--- src/rtl/alu_pkg.sv ---
`default_nettype none
// ============================================================================
//  Module      : alu_pkg
//  Description : Shared widths, ALU opcodes, error byte and one-hot sequencer
//                state encoding for the UART/ALU command path.
//  Revision    : 1.0 - initial release
// ============================================================================
package alu_pkg;

    localparam int c_nb_data  = 8;
    localparam int c_nb_op    = 6;
    localparam int c_nb_state = 6;

    localparam logic [c_nb_op-1:0] c_op_add = 6'b100000;
    localparam logic [c_nb_op-1:0] c_op_sub = 6'b100010;
    localparam logic [c_nb_op-1:0] c_op_and = 6'b100100;
    localparam logic [c_nb_op-1:0] c_op_or  = 6'b100101;
    localparam logic [c_nb_op-1:0] c_op_xor = 6'b100110;
    localparam logic [c_nb_op-1:0] c_op_nor = 6'b100111;
    localparam logic [c_nb_op-1:0] c_op_sra = 6'b000011;
    localparam logic [c_nb_op-1:0] c_op_srl = 6'b000010;

    localparam logic [c_nb_data-1:0] c_err_byte = 8'hFF;

    localparam logic [c_nb_state-1:0] c_st_idle    = 6'b000001;
    localparam logic [c_nb_state-1:0] c_st_get_b   = 6'b000010;
    localparam logic [c_nb_state-1:0] c_st_get_op  = 6'b000100;
    localparam logic [c_nb_state-1:0] c_st_exec    = 6'b001000;
    localparam logic [c_nb_state-1:0] c_st_send    = 6'b010000;
    localparam logic [c_nb_state-1:0] c_st_wait_tx = 6'b100000;

    function automatic logic is_legal_op(input logic [c_nb_op-1:0] op);
        case (op)
            c_op_add, c_op_sub, c_op_and, c_op_or,
            c_op_xor, c_op_nor, c_op_sra, c_op_srl: return 1'b1;
            default:                                return 1'b0;
        endcase
    endfunction

endpackage
`default_nettype wire

--- src/rtl/sat_counter.sv ---
`default_nettype none
// ============================================================================
//  Module      : sat_counter
//  Description : Event counter that sticks at its all-ones value.
//  Revision    : 1.0 - initial release
// ============================================================================
module sat_counter #(
    parameter int NB_CNT = 8
) (
    input  logic              clk,
    input  logic              i_rst,
    input  logic              i_inc,
    output logic [NB_CNT-1:0] o_cnt
);

    logic [NB_CNT-1:0] r_cnt;

    always_ff @(posedge clk) begin
        if (i_rst) begin
            r_cnt <= '0;
        end else if (i_inc && (r_cnt != {NB_CNT{1'b1}})) begin
            r_cnt <= r_cnt + NB_CNT'(1);
        end
    end

    assign o_cnt = r_cnt;

endmodule
`default_nettype wire

--- src/rtl/uart_alu_sequencer.sv ---
`default_nettype none
// ============================================================================
//  Module      : uart_alu_sequencer
//  Description : Collects A/B/opcode frames from UART_RX, strobes the ALU and
//                returns one result byte through UART_TX.
//  Revision    : 1.0 - initial release
// ============================================================================
module uart_alu_sequencer
    import alu_pkg::*;
#(
    parameter int                 NB_DATA     = c_nb_data,
    parameter int                 NB_OP       = c_nb_op,
    parameter int                 NB_TOUT     = 20,
    parameter int                 TIMEOUT_CYC = 1000000,
    parameter int                 NB_CNT      = 8,
    parameter logic [NB_DATA-1:0] ERR_BYTE    = c_err_byte
) (
    input  logic               clk,
    input  logic               i_rst,
    input  logic [NB_DATA-1:0] i_rx_data,
    input  logic               i_rx_done,
    input  logic               i_tx_done,
    output logic               o_tx_start,
    output logic [NB_DATA-1:0] o_tx_data,
    output logic [NB_DATA-1:0] o_datoA,
    output logic [NB_DATA-1:0] o_datoB,
    output logic [NB_OP-1:0]   o_operation,
    output logic               o_valid,
    input  logic [NB_DATA-1:0] i_result,
    output logic               o_busy,
    output logic [NB_CNT-1:0]  o_err_cnt,
    output logic [NB_CNT-1:0]  o_tout_cnt,
    output logic [NB_CNT-1:0]  o_drop_cnt
);

    localparam logic [NB_TOUT-1:0] c_tout_last = NB_TOUT'(TIMEOUT_CYC - 1);

    logic [c_nb_state-1:0] r_state;
    logic [c_nb_state-1:0] w_state_nxt;
    logic [NB_TOUT-1:0]    r_timer;
    logic [NB_TOUT-1:0]    w_timer_nxt;
    logic [NB_DATA-1:0]    r_dato_a;
    logic [NB_DATA-1:0]    r_dato_b;
    logic [NB_OP-1:0]      r_operation;
    logic [NB_DATA-1:0]    r_tx_data;
    logic                  r_valid;
    logic                  r_tx_start;
    logic                  r_busy;

    logic w_tout_hit;
    logic w_op_legal;
    logic w_ld_a;
    logic w_ld_b;
    logic w_ld_op;
    logic w_ld_err;
    logic w_ld_res;
    logic w_err_inc;
    logic w_tout_inc;
    logic w_drop_inc;

    assign w_tout_hit = (r_timer == c_tout_last);
    assign w_op_legal = is_legal_op(c_nb_op'(i_rx_data[NB_OP-1:0]));

    // A progress event always beats an expiring timer in the same cycle.
    always_comb begin
        w_state_nxt = r_state;
        w_timer_nxt = '0;
        w_ld_a      = 1'b0;
        w_ld_b      = 1'b0;
        w_ld_op     = 1'b0;
        w_ld_err    = 1'b0;
        w_ld_res    = 1'b0;
        w_err_inc   = 1'b0;
        w_tout_inc  = 1'b0;
        w_drop_inc  = 1'b0;
        case (r_state)
            c_st_idle: begin
                if (i_rx_done) begin
                    w_ld_a      = 1'b1;
                    w_state_nxt = c_st_get_b;
                end
            end
            c_st_get_b: begin
                if (i_rx_done) begin
                    w_ld_b      = 1'b1;
                    w_state_nxt = c_st_get_op;
                end else if (w_tout_hit) begin
                    w_tout_inc  = 1'b1;
                    w_state_nxt = c_st_idle;
                end else begin
                    w_timer_nxt = r_timer + NB_TOUT'(1);
                end
            end
            c_st_get_op: begin
                if (i_rx_done) begin
                    w_ld_op = 1'b1;
                    if (w_op_legal) begin
                        w_state_nxt = c_st_exec;
                    end else begin
                        w_ld_err    = 1'b1;
                        w_err_inc   = 1'b1;
                        w_state_nxt = c_st_send;
                    end
                end else if (w_tout_hit) begin
                    w_tout_inc  = 1'b1;
                    w_state_nxt = c_st_idle;
                end else begin
                    w_timer_nxt = r_timer + NB_TOUT'(1);
                end
            end
            c_st_exec: begin
                w_drop_inc  = i_rx_done;
                w_ld_res    = 1'b1;
                w_state_nxt = c_st_send;
            end
            c_st_send: begin
                w_drop_inc  = i_rx_done;
                w_state_nxt = c_st_wait_tx;
            end
            c_st_wait_tx: begin
                w_drop_inc = i_rx_done;
                if (i_tx_done) begin
                    w_state_nxt = c_st_idle;
                end else if (w_tout_hit) begin
                    w_tout_inc  = 1'b1;
                    w_state_nxt = c_st_idle;
                end else begin
                    w_timer_nxt = r_timer + NB_TOUT'(1);
                end
            end
            default: begin
                w_state_nxt = c_st_idle;
            end
        endcase
    end

    always_ff @(posedge clk) begin
        if (i_rst) begin
            r_state     <= c_st_idle;
            r_timer     <= '0;
            r_dato_a    <= '0;
            r_dato_b    <= '0;
            r_operation <= '0;
            r_tx_data   <= '0;
            r_valid     <= 1'b0;
            r_tx_start  <= 1'b0;
            r_busy      <= 1'b0;
        end else begin
            r_state    <= w_state_nxt;
            r_timer    <= w_timer_nxt;
            r_valid    <= (w_state_nxt == c_st_exec);
            r_tx_start <= (w_state_nxt == c_st_send);
            r_busy     <= (w_state_nxt != c_st_idle);
            if (w_ld_a)   r_dato_a    <= i_rx_data;
            if (w_ld_b)   r_dato_b    <= i_rx_data;
            if (w_ld_op)  r_operation <= i_rx_data[NB_OP-1:0];
            if (w_ld_err) r_tx_data   <= ERR_BYTE;
            if (w_ld_res) r_tx_data   <= i_result;
        end
    end

    sat_counter #(.NB_CNT(NB_CNT)) u_err_cnt (
        .clk   (clk),
        .i_rst (i_rst),
        .i_inc (w_err_inc),
        .o_cnt (o_err_cnt)
    );

    sat_counter #(.NB_CNT(NB_CNT)) u_tout_cnt (
        .clk   (clk),
        .i_rst (i_rst),
        .i_inc (w_tout_inc),
        .o_cnt (o_tout_cnt)
    );

    sat_counter #(.NB_CNT(NB_CNT)) u_drop_cnt (
        .clk   (clk),
        .i_rst (i_rst),
        .i_inc (w_drop_inc),
        .o_cnt (o_drop_cnt)
    );

    assign o_tx_start  = r_tx_start;
    assign o_tx_data   = r_tx_data;
    assign o_datoA     = r_dato_a;
    assign o_datoB     = r_dato_b;
    assign o_operation = r_operation;
    assign o_valid     = r_valid;
    assign o_busy      = r_busy;

endmodule
`default_nettype wire

--- config.mk ---
export PLATFORM = sky130hd
export DESIGN_NAME = uart_alu_sequencer
export DESIGN_NICKNAME = d
export VERILOG_FILES = /design/src/rtl/alu_pkg.sv /design/src/rtl/sat_counter.sv /design/src/rtl/uart_alu_sequencer.sv
export SDC_FILE = /design/constraint.sdc
export NUM_CORES = 1
export LEC_CHECK = 0
export BUFFER_PORTS_ARGS = -buffer_cell sky130_fd_sc_hd__buf_2
export CAP_MARGIN = 15
export CELL_PAD_IN_SITES_DETAIL_PLACEMENT = 0
export CELL_PAD_IN_SITES_GLOBAL_PLACEMENT = 2
export CORE_MARGIN = 8
export CORE_UTILIZATION = 30
export CTS_BUF_LIST = sky130_fd_sc_hd__clkbuf_4 sky130_fd_sc_hd__clkbuf_8 sky130_fd_sc_hd__clkbuf_16
export DETAILED_ROUTE_END_ITERATION = 12
export MAX_ROUTING_LAYER = met4
export PLACE_DENSITY_LB_ADDON = 0.1
export REMOVE_ABC_BUFFERS = 1
export SYNTH_ARGS = -nofsm -noshare
export SYNTH_HDL_FRONTEND = slang
export SYNTH_HIERARCHICAL = 1
export SYNTH_SLANG_ARGS = --single-unit
--- constraint.sdc ---
create_clock -name clk -period 2.89 [get_ports clk]
set_input_delay 0.578 -clock clk [delete_from_list [all_inputs] [get_ports clk]]
set_output_delay 0.578 -clock clk [all_outputs]
set_load 0.02 [all_outputs]
[Word level (Yosys, flattened, before mapping)]
Cells that the tools add are included.
Operators by class
  add/subtract/negate cells: 4
  equal/unequal tests: 21
  multiplexer cells: 27
  reduce and logical (&&, ||, !) cells: 7
Operator list (number)
  $mux 20: 3
  $eq 6x6->1 const B: 7
  $pmux 20 s2: 1
  $pmux 6 s6: 1
  $mux 6: 5
  $add 8x1->8 const B: 3
  $ne 8x8->1 const B: 3
  $add 20x1->20 const B: 1
  $eq 20x20->1 const B: 1
  $eq 6x2->1 const B: 3
  $mux 8: 2
  $mux 1: 13
  $eq 6x4->1 const B: 2
  $eq 6x5->1 const B: 2
  $reduce_or 8->1: 1
  $eq 6x1->1 const B: 1
  $eq 6x3->1 const B: 1
  $ne 6x1->1 const B: 1
  $mux 5: 1
  $logic_and 1x1->1: 3
  $reduce_or 3->1: 1
  $pmux 1 s2: 1
  $reduce_bool 2->1: 1
  $reduce_or 2->1: 1
Storage, ports and cells
  register bits after elaboration: 83
  input bits: 20

[Depth between registers and ports, before layout]
  word-level depth: 8
  mapped depth: 10
  mapped depth without buffers: 7

[Hierarchy]
Netlist, hierarchy kept.
Modules (own cells, without submodules)
  uart_alu_sequencer: times used 1, cells each 280, area an instance 2705.1 um^2, seq. area each 1181.1 um^2
  sat_counter: times used 3, cells each 46, area an instance 430.4 um^2, seq. area each 160.2 um^2

[Least setup slack after synthesis]
Ideal clock, no wire load.
  path type: register to register
  from: reg r_timer[0]
  to: reg u_tout_cnt.r_cnt[3] (netlist: u_tout_cnt/o_cnt[3])
  library setup time: 69 ps
  arrival time: 2286 ps
  path slack: 535 ps
  stages on the path, launching flop included: 8
  cells stage by stage: dfxtp_1 -> ha_1 -> nand2_1 -> or4_4 -> nor3_1 -> nand4_1 -> or3_2 -> o21ai_1
On the way
  longest elaborated chain between the ends: 5
  elaborated cells between the ends (all ways): 6
  classes of those cells: eq/ne (1); mux (4); reduce/logical (1)
RTL lines
  from (decl): line uart_alu_sequencer.sv:40  | logic [NB_TOUT-1:0] r_timer;
  from (signal assigned): line uart_alu_sequencer.sv:150  | r_timer <= w_timer_nxt;
  $eq 20x20->1 *: line uart_alu_sequencer.sv:61  | assign w_tout_hit = (r_timer == c_tout_last);
  $mux 1 *: line uart_alu_sequencer.sv:87, uart_alu_sequencer.sv:104, uart_alu_sequencer.sv:124
  $mux 1, on equally long branches: line uart_alu_sequencer.sv:122, uart_alu_sequencer.sv:95
  $pmux 1 s2 *: line uart_alu_sequencer.sv:76  | case (r_state)
  named net w_tout_inc: line uart_alu_sequencer.sv:58  | logic w_tout_inc;
  $logic_and 1x1->1 *: line sat_counter.sv:21  | end else if (i_inc && (r_cnt != {NB_CNT{1'b1}})) begin
  to (signal assigned): line sat_counter.sv:22  | r_cnt <= r_cnt + NB_CNT'(1);
  to (decl): line sat_counter.sv:16  | logic [NB_CNT-1:0] r_cnt;
The timed path passes the listed nets; every way through them passes the cells marked *.
A chain may end at the register's enable or synchronous reset.

[Worst setup path after layout]
  from: reg r_state[5]
  to: reg u_tout_cnt.r_cnt[3] (netlist: u_tout_cnt/o_cnt[3])
On the way
  longest elaborated chain between the ends: 4
  elaborated cells between the ends (all ways): 6
  classes of those cells: eq/ne (3); mux (1); reduce/logical (2)
RTL lines
  from (decl): line uart_alu_sequencer.sv:38  | logic [c_nb_state-1:0] r_state;
  from (signal assigned): line uart_alu_sequencer.sv:139  | r_state <= c_st_idle;
  from (signal assigned): line uart_alu_sequencer.sv:149  | r_state <= w_state_nxt;
  $eq 6x3->1 or $eq 6x2->1 (tied branches): line uart_alu_sequencer.sv:76
  $reduce_or 2->1 (no source line)
  $pmux 1 s2 *: line uart_alu_sequencer.sv:76
  named net w_tout_inc: line uart_alu_sequencer.sv:58
  $logic_and 1x1->1 *: line sat_counter.sv:21
Marked as above.

==> metrics.txt <==
Worst Path Max Fanout=10; number of enable-type register cells in the synthesized netlist=0; tightest hold margin=483.5 ps; worst slew pin tran=795.5 ps; number of buffers created by CTS=9; netlist area before placement=3996 um^2; flop2flop setup slack=350 ps; # H-tree levels=3; maxcap violations=0; relative area change from synthesis to final layout=20.29%; final-report max-slew violation count=0; final setup vio count=0; biggest area contributors in the synthesized netlist=sky130_fd_sc_hd__dfxtp_1, sky130_fd_sc_hd__mux2i_1, sky130_fd_sc_hd__nor2_1; cell leakage power=1.976 nW; crit path kind=register to register; number of buffers and inverters on the critical path=1; endpoint of the lowest-slack register-to-register path=u_tout_cnt/o_cnt[3]$_SDFFE_PP0P_; unrepaired setup endpoints after global routing=false; Worst IR Drop VDD=0.0002763 V; number of nets in the layout=518; Critical Path Sink Type=register; maximum clock path buffer count=2; Num Clock Sinks=83; min cycle time layout=2543 ps; Std-Cell Core Area=13140 um^2; number of unique standard cell types used by synthesis=57; number of cells upsized or downsized after cts=0; post-route antenna net violation count=0; run status=finished, final reports clean; type of the worst min-delay path=input pin to register; required time at the endpoint of the critical path=3170 ps; cell-by-cell listing of the critical path=or4b_4, nor4_4, nor2_1, nor3_1, buf_4, nand4_1, or3_2, o21ai_1; largest stage delay on the critical path=560 ps; startpoint class of the critical path=register; portion of the clock cycle consumed by the worst path in the final layout=0.8800; fraction of post-synthesis cell area in the top cell type by area=0.4158; Post-DP HPWL=7.283 mm; Vias/cell=4.950; sequential area share after synthesis=0.4158; Buffers on Ports=76; vias in the first global route=3273; Worst Hold End=o_datoB[7]$_SDFFE_PP0P_; horizontal die dimension=131.4 um; final wirelength=10.02 mm; arrival time at the worst endpoint=2820 ps; synthesized netlist cell count=418; clock latency at the later pin of the worst-skew pair=340 ps; DRC violations left=0; startpoint of the most critical setup path=r_state[5]$_SDFF_PP0_; standard-cell row count=42; source of the worst register-to-register timing path=r_state[5]$_SDFF_PP0_; Top Ports=77; Final Hold Fails=0; maximum operating frequency=0.3932 GHz; Worst path top cell family by delay=simple AND/OR/NAND/NOR gates; cell with the most instances after synthesis=sky130_fd_sc_hd__dfxtp_1; CTS tree=built; global-route wire length before repair=16.71 mm; launch point of the worst hold path=i_rx_data[7]; share of layout cells above drive strength 1=0.3026; top post-synthesis cells by count=sky130_fd_sc_hd__dfxtp_1, sky130_fd_sc_hd__nor2_1, sky130_fd_sc_hd__mux2i_1; post-synthesis average cell area=9.561 um^2; normalized max-slew margin=0.4681; final setup TNS=0 ps; global-route usage over all layers=0.1205; initial core utilization=0.3042; filler instances=1386; total area of multi-input combinational cells=2136 um^2; Post-CTS Setup Repair Bufs=0; FFs w/ async S/R, synth=0; cell type contributing the most total cell area after synthesis=sky130_fd_sc_hd__dfxtp_1; drt first pass iters=4; worst slack at placement=367.6 ps; global route total overflow=0; register cell area after layout=1662 um^2; drt initial violations=148; worst hold path cell count=3; primary flip-flop cell chosen by synthesis mapping=sky130_fd_sc_hd__dfxtp_1; clock transition time at the flip-flop clock pins of the worst setup and hold paths=60 ps; smallest setup slack after layout=346.8 ps; FF+latch count, synth=83; gpl congestion=0.7366; Clock Root Buffer=sky130_fd_sc_hd__clkbuf_16; cell at the slowest stage of the critical path=sky130_fd_sc_hd__dfxtp_1; clock skew=6.145 ps; full die area=17270 um^2; Die Y-Extent=131.4 um; hold-fix buffer count after cts=0; wire length per cell after detailed routing=14.84 um; count of synthesis-stage warnings from yosys=6; antenna fix cells=0; number of cells on the worst reg-to-reg path=8; PD cells=499.4 nW/um^2; DR vias=3341; antenna violations before repair=0; largest net degree at the start of global routing=31
==> cell type report <==
type | instances | share of cell area
repair buffers | 85 | 0.09318
multi-input cells | 300 | 0.4443
well taps | 176 | 0.04581
flip-flops and latches | 83 | 0.3457
clock inverters | 4 | 0.005206
clock buffers | 12 | 0.05414
inverters | 15 | 0.01171
==> routing by layer <==
metal	routed length [um]	up-vias	GRT usage
li1	-	1677	-
met1	4878	1585	0.1495
met2	4566	68	0.1832
met3	431	11	0.03049
met4	140	0	0.04978
met5	0	-	-
==> cells in the final DEF (no fill, tap or decap), types with 11 or more instances in the layout <==
cell type | synthesis | final
sky130_fd_sc_hd__dfxtp_1 | 83 | 83
sky130_fd_sc_hd__buf_2 | 3 | 76
sky130_fd_sc_hd__nor2_1 | 39 | 39
sky130_fd_sc_hd__mux2i_1 | 25 | 25
sky130_fd_sc_hd__nand2_1 | 23 | 23
sky130_fd_sc_hd__a21oi_1 | 20 | 20
sky130_fd_sc_hd__nand3_1 | 16 | 16
sky130_fd_sc_hd__inv_1 | 14 | 14
sky130_fd_sc_hd__nor2_2 | 14 | 14
sky130_fd_sc_hd__nand4_1 | 12 | 12
sky130_fd_sc_hd__xor2_1 | 11 | 11
==> sequential cells by signal (all words and copies together), names as in the netlist, 6 cells and up <==
signal	flops
u_drop_cnt/o_cnt	8
o_tx_data	8
u_err_cnt/o_cnt	8
u_tout_cnt/o_cnt	8
r_timer	20
o_operation	6
r_state	6
o_datoB	8
o_datoA	8
==> worst max-delay path by stage <==
| stage | cells after the start | end |
|---|---|---|
| after floorplan | 5 | r_state[1]$_SDFF_PP0_ |
| after global placement | 8 | u_tout_cnt/o_cnt[3]$_SDFFE_PP0P_ |
| after detailed placement | 8 | u_tout_cnt/o_cnt[3]$_SDFFE_PP0P_ |
| after CTS | 8 | u_tout_cnt/o_cnt[3]$_SDFFE_PP0P_ |
| after global routing | 8 | u_tout_cnt/o_cnt[5]$_SDFFE_PP0P_ |
| final | 8 | u_tout_cnt/o_cnt[3]$_SDFFE_PP0P_ |
==> stage by stage <==
step | std cells | utilization | total power (W) | instance area [um^2]
2_1_floorplan | 398 | - | 0.001262 | 3854
3_3_place_gp | 659 | 0.3442 | 0.001330 | 4522
3_5_place_dp | 659 | 0.3442 | 0.001329 | 4522
4_1_cts | 675 | 0.3659 | 0.002450 | 4807
5_1_grt | 675 | 0.3659 | 0.002506 | 4807
6_report | 675 | 0.3659 | 0.002401 | 4807
==> cells by family (layout without fill, tap and decap cells) <==
kind of cell	after synthesis	after routing	share of synthesized area
AOI/OAI and AO/OA	86	86	0.1697
xor gates and xnor gates	15	15	0.03287
adders and majority gates	4	4	0.01252
buffers and inverters	35	116	0.04978
DFF	83	83	0.4158
muxes	28	28	0.07389
and+or+nand+nor	167	167	0.2455
==> where the power goes <==
part | total, W | internal, W | leakage [nW] | switching, W
clock network | 0.00110 | 0.000636 | 0.138 | 0.000464
logic | 0.000128 | 0.0000505 | 1.17 | 0.0000778
registers | 0.00117 | 0.00116 | 0.670 | 0.0000143
total | 0.00240 | 0.00184 | 1.98 | 0.000556
==> tightest hold or removal path: cells and delay by family <==
kind	cells	cell delay, ps
buffers and inverters	1	80
muxes	1	50
and+or+nand+nor	1	70
Power figures use the tool's default switching activity.
